## src/rtl/ctrl_pkg.sv

```systemverilog
// Shared encodings and stage bundles for the ctrl_pipe control pipeline.
// Defining CTRL_PIPE_FWD_EN switches hazard handling from stalls to forwarding.
package ctrl_pkg;

  typedef enum logic [1:0] {
    ALU_ADD   = 2'b00,
    ALU_SUB   = 2'b01,
    ALU_RTYPE = 2'b10,
    ALU_IMM   = 2'b11
  } aluop_e;

  localparam logic [1:0] FWD_RF  = 2'b00;
  localparam logic [1:0] FWD_MEM = 2'b10;
  localparam logic [1:0] FWD_WB  = 2'b01;

  localparam int CTRL_W = 8;

  typedef struct packed {
    logic   regdst;
    logic   regw;
    logic   alusrc;
    logic   memw;
    logic   memr;
    logic   memtoreg;
    aluop_e aluop;
  } ctrl_t;

  typedef struct packed {
    logic       valid;
    ctrl_t      ctrl;
    logic [4:0] rs;
    logic [4:0] rt;
    logic [4:0] wreg;
  } id_ex_t;

  typedef struct packed {
    logic       valid;
    logic       memw;
    logic       memr;
    logic       regw;
    logic       memtoreg;
    logic [4:0] wreg;
  } ex_mem_t;

  typedef struct packed {
    logic       valid;
    logic       regw;
    logic       memtoreg;
    logic [4:0] wreg;
  } mem_wb_t;

  // r0 is hardwired to zero, so it never creates a dependency
  function automatic logic reg_hit(
    logic       en,
    logic [4:0] dst,
    logic [4:0] src
  );
    return en && (dst != 5'd0) && (dst == src);
  endfunction

endpackage

```

## src/rtl/hazard_unit.sv

```systemverilog
// Load-use / RAW stall detection and EX operand forwarding selects.
// Forwarding muxes exist only when CTRL_PIPE_FWD_EN is defined.
module hazard_unit
  import ctrl_pkg::*;
(
  input  logic       id_valid,
  input  logic [4:0] id_rs,
  input  logic [4:0] id_rt,
  input  logic       flush,
  input  logic       ex_valid,
  input  logic       ex_RegW,
  input  logic       ex_MemR,
  input  logic [4:0] ex_wreg,
  input  logic [4:0] ex_rs,
  input  logic [4:0] ex_rt,
  input  logic       mem_valid,
  input  logic       mem_RegW,
  input  logic [4:0] mem_wreg,
  input  logic       wb_valid,
  input  logic       wb_RegW,
  input  logic [4:0] wb_wreg,
  output logic       stall,
  output logic [1:0] fwd_a,
  output logic [1:0] fwd_b
);

  logic ex_ld;
  logic mem_wr;
  logic ld_use;
  logic raw;

  assign ex_ld  = ex_valid & ex_MemR;
  assign mem_wr = mem_valid & mem_RegW;

  assign ld_use = reg_hit(ex_ld, ex_wreg, id_rs)
                | reg_hit(ex_ld, ex_wreg, id_rt);

`ifdef CTRL_PIPE_FWD_EN
  logic wb_wr;

  assign wb_wr = wb_valid & wb_RegW;
  assign raw   = 1'b0;

  // MEM holds the younger result, so it wins over WB
  always_comb begin
    fwd_a = FWD_RF;
    if (reg_hit(mem_wr, mem_wreg, ex_rs))
      fwd_a = FWD_MEM;
    else if (reg_hit(wb_wr, wb_wreg, ex_rs))
      fwd_a = FWD_WB;
  end

  always_comb begin
    fwd_b = FWD_RF;
    if (reg_hit(mem_wr, mem_wreg, ex_rt))
      fwd_b = FWD_MEM;
    else if (reg_hit(wb_wr, wb_wreg, ex_rt))
      fwd_b = FWD_WB;
  end
`else
  logic ex_wr;
  logic unused_fwd;

  assign ex_wr = ex_valid & ex_RegW;

  // WB is covered by the write-first regfile
  assign raw = reg_hit(ex_wr, ex_wreg, id_rs)
             | reg_hit(ex_wr, ex_wreg, id_rt)
             | reg_hit(mem_wr, mem_wreg, id_rs)
             | reg_hit(mem_wr, mem_wreg, id_rt);

  assign fwd_a = FWD_RF;
  assign fwd_b = FWD_RF;

  assign unused_fwd = ^{ex_rs, ex_rt, wb_valid,
                        wb_RegW, wb_wreg};
`endif

  assign stall = id_valid & ~flush & (ld_use | raw);

endmodule

```

## src/rtl/ctrl_pipe.sv

```systemverilog
// ID/EX, EX/MEM and MEM/WB control registers with hazard handling.
// Build option: CTRL_PIPE_FWD_EN enables forwarding instead of RAW stalls.
module ctrl_pipe
  import ctrl_pkg::*;
(
  input  logic       clk,
  input  logic       reset,
  input  logic       id_valid,
  input  logic       id_Regdst,
  input  logic       id_RegW,
  input  logic       id_ALUSrc,
  input  logic       id_MemW,
  input  logic       id_MemR,
  input  logic       id_MemtoReg,
  input  logic [1:0] id_ALUop,
  input  logic [4:0] id_rs,
  input  logic [4:0] id_rt,
  input  logic [4:0] id_rd,
  input  logic       flush,
  output logic       ex_Regdst,
  output logic       ex_RegW,
  output logic       ex_ALUSrc,
  output logic       ex_MemW,
  output logic       ex_MemR,
  output logic       ex_MemtoReg,
  output logic [1:0] ex_ALUop,
  output logic [4:0] ex_rs,
  output logic [4:0] ex_rt,
  output logic       mem_MemW,
  output logic       mem_MemR,
  output logic       mem_RegW,
  output logic       mem_MemtoReg,
  output logic       wb_RegW,
  output logic       wb_MemtoReg,
  output logic [4:0] ex_wreg,
  output logic [4:0] mem_wreg,
  output logic [4:0] wb_wreg,
  output logic       stall,
  output logic [1:0] fwd_a,
  output logic [1:0] fwd_b
);

  id_ex_t            id_ex;
  ex_mem_t           ex_mem;
  mem_wb_t           mem_wb;
  logic [CTRL_W-1:0] id_ctrl;
  logic              take;

  assign id_ctrl = {id_Regdst, id_RegW, id_ALUSrc,
                    id_MemW, id_MemR, id_MemtoReg,
                    id_ALUop};

  assign take = id_valid & ~stall & ~flush;

  // Bubbles load all-zero, so invalid stages show zero controls
  always_ff @(posedge clk or negedge reset) begin
    if (!reset) begin
      id_ex  <= '0;
      ex_mem <= '0;
      mem_wb <= '0;
    end else begin
      if (take) begin
        id_ex.valid <= 1'b1;
        id_ex.ctrl  <= ctrl_t'(id_ctrl);
        id_ex.rs    <= id_rs;
        id_ex.rt    <= id_rt;
        id_ex.wreg  <= id_Regdst ? id_rd : id_rt;
      end else begin
        id_ex <= '0;
      end
      ex_mem.valid    <= id_ex.valid;
      ex_mem.memw     <= id_ex.ctrl.memw;
      ex_mem.memr     <= id_ex.ctrl.memr;
      ex_mem.regw     <= id_ex.ctrl.regw;
      ex_mem.memtoreg <= id_ex.ctrl.memtoreg;
      ex_mem.wreg     <= id_ex.wreg;
      mem_wb.valid    <= ex_mem.valid;
      mem_wb.regw     <= ex_mem.regw;
      mem_wb.memtoreg <= ex_mem.memtoreg;
      mem_wb.wreg     <= ex_mem.wreg;
    end
  end

  hazard_unit u_hazard (
    .id_valid  (id_valid),
    .id_rs     (id_rs),
    .id_rt     (id_rt),
    .flush     (flush),
    .ex_valid  (id_ex.valid),
    .ex_RegW   (id_ex.ctrl.regw),
    .ex_MemR   (id_ex.ctrl.memr),
    .ex_wreg   (id_ex.wreg),
    .ex_rs     (id_ex.rs),
    .ex_rt     (id_ex.rt),
    .mem_valid (ex_mem.valid),
    .mem_RegW  (ex_mem.regw),
    .mem_wreg  (ex_mem.wreg),
    .wb_valid  (mem_wb.valid),
    .wb_RegW   (mem_wb.regw),
    .wb_wreg   (mem_wb.wreg),
    .stall     (stall),
    .fwd_a     (fwd_a),
    .fwd_b     (fwd_b)
  );

  assign ex_Regdst    = id_ex.ctrl.regdst;
  assign ex_RegW      = id_ex.ctrl.regw;
  assign ex_ALUSrc    = id_ex.ctrl.alusrc;
  assign ex_MemW      = id_ex.ctrl.memw;
  assign ex_MemR      = id_ex.ctrl.memr;
  assign ex_MemtoReg  = id_ex.ctrl.memtoreg;
  assign ex_ALUop     = id_ex.ctrl.aluop;
  assign ex_rs        = id_ex.rs;
  assign ex_rt        = id_ex.rt;
  assign ex_wreg      = id_ex.wreg;
  assign mem_MemW     = ex_mem.memw;
  assign mem_MemR     = ex_mem.memr;
  assign mem_RegW     = ex_mem.regw;
  assign mem_MemtoReg = ex_mem.memtoreg;
  assign mem_wreg     = ex_mem.wreg;
  assign wb_RegW      = mem_wb.regw;
  assign wb_MemtoReg  = mem_wb.memtoreg;
  assign wb_wreg      = mem_wb.wreg;

endmodule

```

## config.mk

```make
export PLATFORM = sky130hd
export DESIGN_NAME = ctrl_pipe
export DESIGN_NICKNAME = d
export VERILOG_FILES = /design/src/rtl/ctrl_pkg.sv /design/src/rtl/hazard_unit.sv /design/src/rtl/ctrl_pipe.sv
export SDC_FILE = /design/constraint.sdc
export NUM_CORES = 1
export LEC_CHECK = 0
export CAP_MARGIN = 20
export CORE_MARGIN = 2
export CORE_UTILIZATION = 25
export CTS_CLUSTER_SIZE = 40
export DETAILED_ROUTE_END_ITERATION = 12
export GPL_TIMING_DRIVEN = 0
export PLACE_DENSITY = 0.52
export SETUP_SLACK_MARGIN = 0.4
export SLEW_MARGIN = 30
export SYNTH_ARGS = -nofsm -noshare
export SYNTH_HDL_FRONTEND = slang
export SYNTH_HIERARCHICAL = 1
export SYNTH_SLANG_ARGS = --single-unit
```

## constraint.sdc

```tcl
create_clock -name clk -period 2.1 [get_ports clk]
set_clock_uncertainty 0.05 [all_clocks]
set_input_delay 0.315 -clock clk [delete_from_list [all_inputs] [get_ports clk]]
set_output_delay 0.315 -clock clk [all_outputs]
set_load 0.05 [all_outputs]
```

==> metrics.csv <==
metric,value,unit
status,"finished, violations left",
failing checks,setup timing,
DP HPWL,2860,µm
die width,88.0,µm
I/O Pins,71,
std cell rows,30,
setup slack after layout,-0.0859,ns
WL per Instance,12.1,µm
Core ar.,0.00679,mm²
Pins Over Slew Limit,0,
DRC violations left,0,
WHS,0.323,ns
"Core Util, Final",41.1,%
reg2reg path depth,8,
share of cells above drive strength 1,34.1,%
Placer Congestion,0.753,
Synth Instances,144,
Slew HR,64.7,%
drt pass-1 iters,4,
height of the die,88.0,µm
Setup WS pre-CTS,-0.688,ns
Final Hold Viols,0,
initial antenna violation count,0,
clock buffer depth,2,
syn avg cell area,12.2,µm²
initial DRC count,12,
FF-to-FF setup slack,-0.09,ns
Setup CP Type,reg2reg,
vias in the first global route,1194,
mapped cell area,0.00176,mm²
vias,1199,
Final period util,104,%
Tmin final,2.19,ns
area of the multi-input gates,551,µm²
Total GRT Usage,10.6,%
LEAKAGE,0.00147,µW
TritonCTS buffer count,5,
PD cells,620,mW/mm²
Clock transition at path regs,0.08,ns
H-tree depth,2,
RSZ-0062 raised after global routing,yes,
Sink Count,41,
Post-DRT Antenna Nets,0,
nature of the critical path startpoint,flip-flop,
Final Total Pwr,1730,µW
largest net degree at the start of global routing,22,
full die area,0.00774,mm²
Syn-to-layout area delta,58.5,%
Worst Tran Pin Value,0.529,ns
n_diodes,0,
# fillers,682,
Starting Density,25.9,%
design area,0.00279,mm²
max cap viols,0,
DP Area,0.00259,mm²
Crit Path Max Fanout,5,
Port Buffer Count,65,
worst path required time,2.28,ns
Clock Latency Late Sink,0.29,ns
Setup-failing EPs final,24,
final net count,255,
Root Buffer,clkbuf_8,
global-route wire length before repair,6040,µm
Hold Startpoint,id_ex[23]$_DFF_PN0_,
critical path capture point type,flip-flop,
Reg area,0.00103,mm²
Via-to-Cell Ratio,3.69,
final wirelength,3930,µm
maximum clock frequency,0.457,GHz
Critical R2R Launch,mem_wreg[2]$_DFF_PN0_,
worst hold path endpoint,ex_mem[9]$_DFF_PN0_,
r2r endpoint,ex_Regdst$_DFF_PN0_,
WHS Path Cells,0,
total global routing overflow,0,
Synth warnings,6,
VDD IR max,234,µV
CTS tree,yes,
crit path DAT,2.37,ns
Min-Delay Path Class,reg2reg,
==> critical path: stages (launching register included) <==
cell	delay (ns)
dfrtp_1	0.40
or4_4	0.55
o2111ai_4	0.22
o22ai_4	0.09
or3b_4	0.38
buf_6	0.14
clkinv_8	0.06
clkbuf_16	0.13
and2_1	0.11
==> flip-flops by register name, indices dropped and copies added (netlist names), 2 cells and up <==
| register | cells |
|---|---|
| ex_ALUop | 2 |
| ex_rs | 5 |
| ex_rt | 5 |
| ex_wreg | 5 |
| mem_wreg | 5 |
| wb_wreg | 5 |
==> cells in the final DEF (no fill, tap or decap) <==
cell type        instances
a22oi_2                  2
and2_1                  13
and2_4                   5
buf_12                   2
buf_16                   1
buf_2                    4
buf_4                   36
buf_6                    1
buf_8                    1
clkbuf_1                 2
clkbuf_16                1
clkbuf_8                 5
clkdlybuf4s15_2          7
clkdlybuf4s50_1         23
clkinv_2                 2
clkinv_8                 1
conb_1                   4
dfrtp_1                 38
dfrtp_2                  3
dlygate4sd2_1           30
dlygate4sd3_1            1
mux2i_1                  5
nand2_1                  1
nor2_1                   8
nor2_2                   2
nor2b_1                  1
nor3_1                   4
nor3_2                   1
o2111ai_1                1
o2111ai_4                1
o22ai_4                  1
or3b_4                   1
or4_4                    1
xor2_1                  20
==> how the worst max path moves through the flow <==
stage,end,depth (start not counted),slack [ns],from
after floorplan,ex_Regdst$_DFF_PN0_,8,-0.15,mem_wreg[1]$_DFF_PN0_
after global placement,stall,6,-0.68,id_rt[0]
after detailed placement,stall,6,-0.69,id_rt[0]
after CTS,ex_RegW$_DFF_PN0_,8,-0.13,mem_wreg[1]$_DFF_PN0_
after global routing,ex_Regdst$_DFF_PN0_,8,-0.14,mem_wreg[2]$_DFF_PN0_
final,ex_Regdst$_DFF_PN0_,8,-0.09,mem_wreg[2]$_DFF_PN0_
==> report_power, final <==
part | total (µW) | internal, µW | switching, µW | leakage (µW)
Combinational | 396 | 169 | 227 | 0.000875
Clock | 493 | 230 | 263 | 0.0000450
Sequential | 844 | 821 | 22.1 | 0.000546
==> per-stage QoR <==
| stage | std cells | setup TNS, ns |
|---|---|---|
| 4_1_cts | 324 | -2.35 |
| 5_1_grt | 325 | -2.76 |
| 2_1_floorplan | 147 | -1.81 |
| 3_5_place_dp | 309 | -9.49 |
| 3_3_place_gp | 308 | -28.37 |
| 6_report | 325 | -1.37 |
==> cell type report <==
cell class	count	area share, %
inverter	1	0.582
sequential	41	36.9
clock buffer	6	2.60
multi-input combinational	71	19.7
clock inverter	2	0.358
timing repair buffer	74	26.2
tap	96	4.30
buffer	34	9.40
==> per-layer routing <==
metal | GRT usage, % | vias to the layer above | wire, µm
met5 | 0 | - | 0
met4 | 4.20 | 0 | 70
met3 | 3.86 | 8 | 258
met2 | 16.7 | 43 | 1920
met1 | 13.4 | 557 | 1670
li1 | - | 591 | -
==> repair_timing <==
item                                    CTS  global route
buffers inserted                          6             0
endpoints found under the hold margin    20             0
gates resized for setup                  72            19
pin swaps                                 1             4
cloned                                    0             1
hold buffers                              1             0
endpoints found under the setup margin   64            30
(Power assumes the default switching activity.)
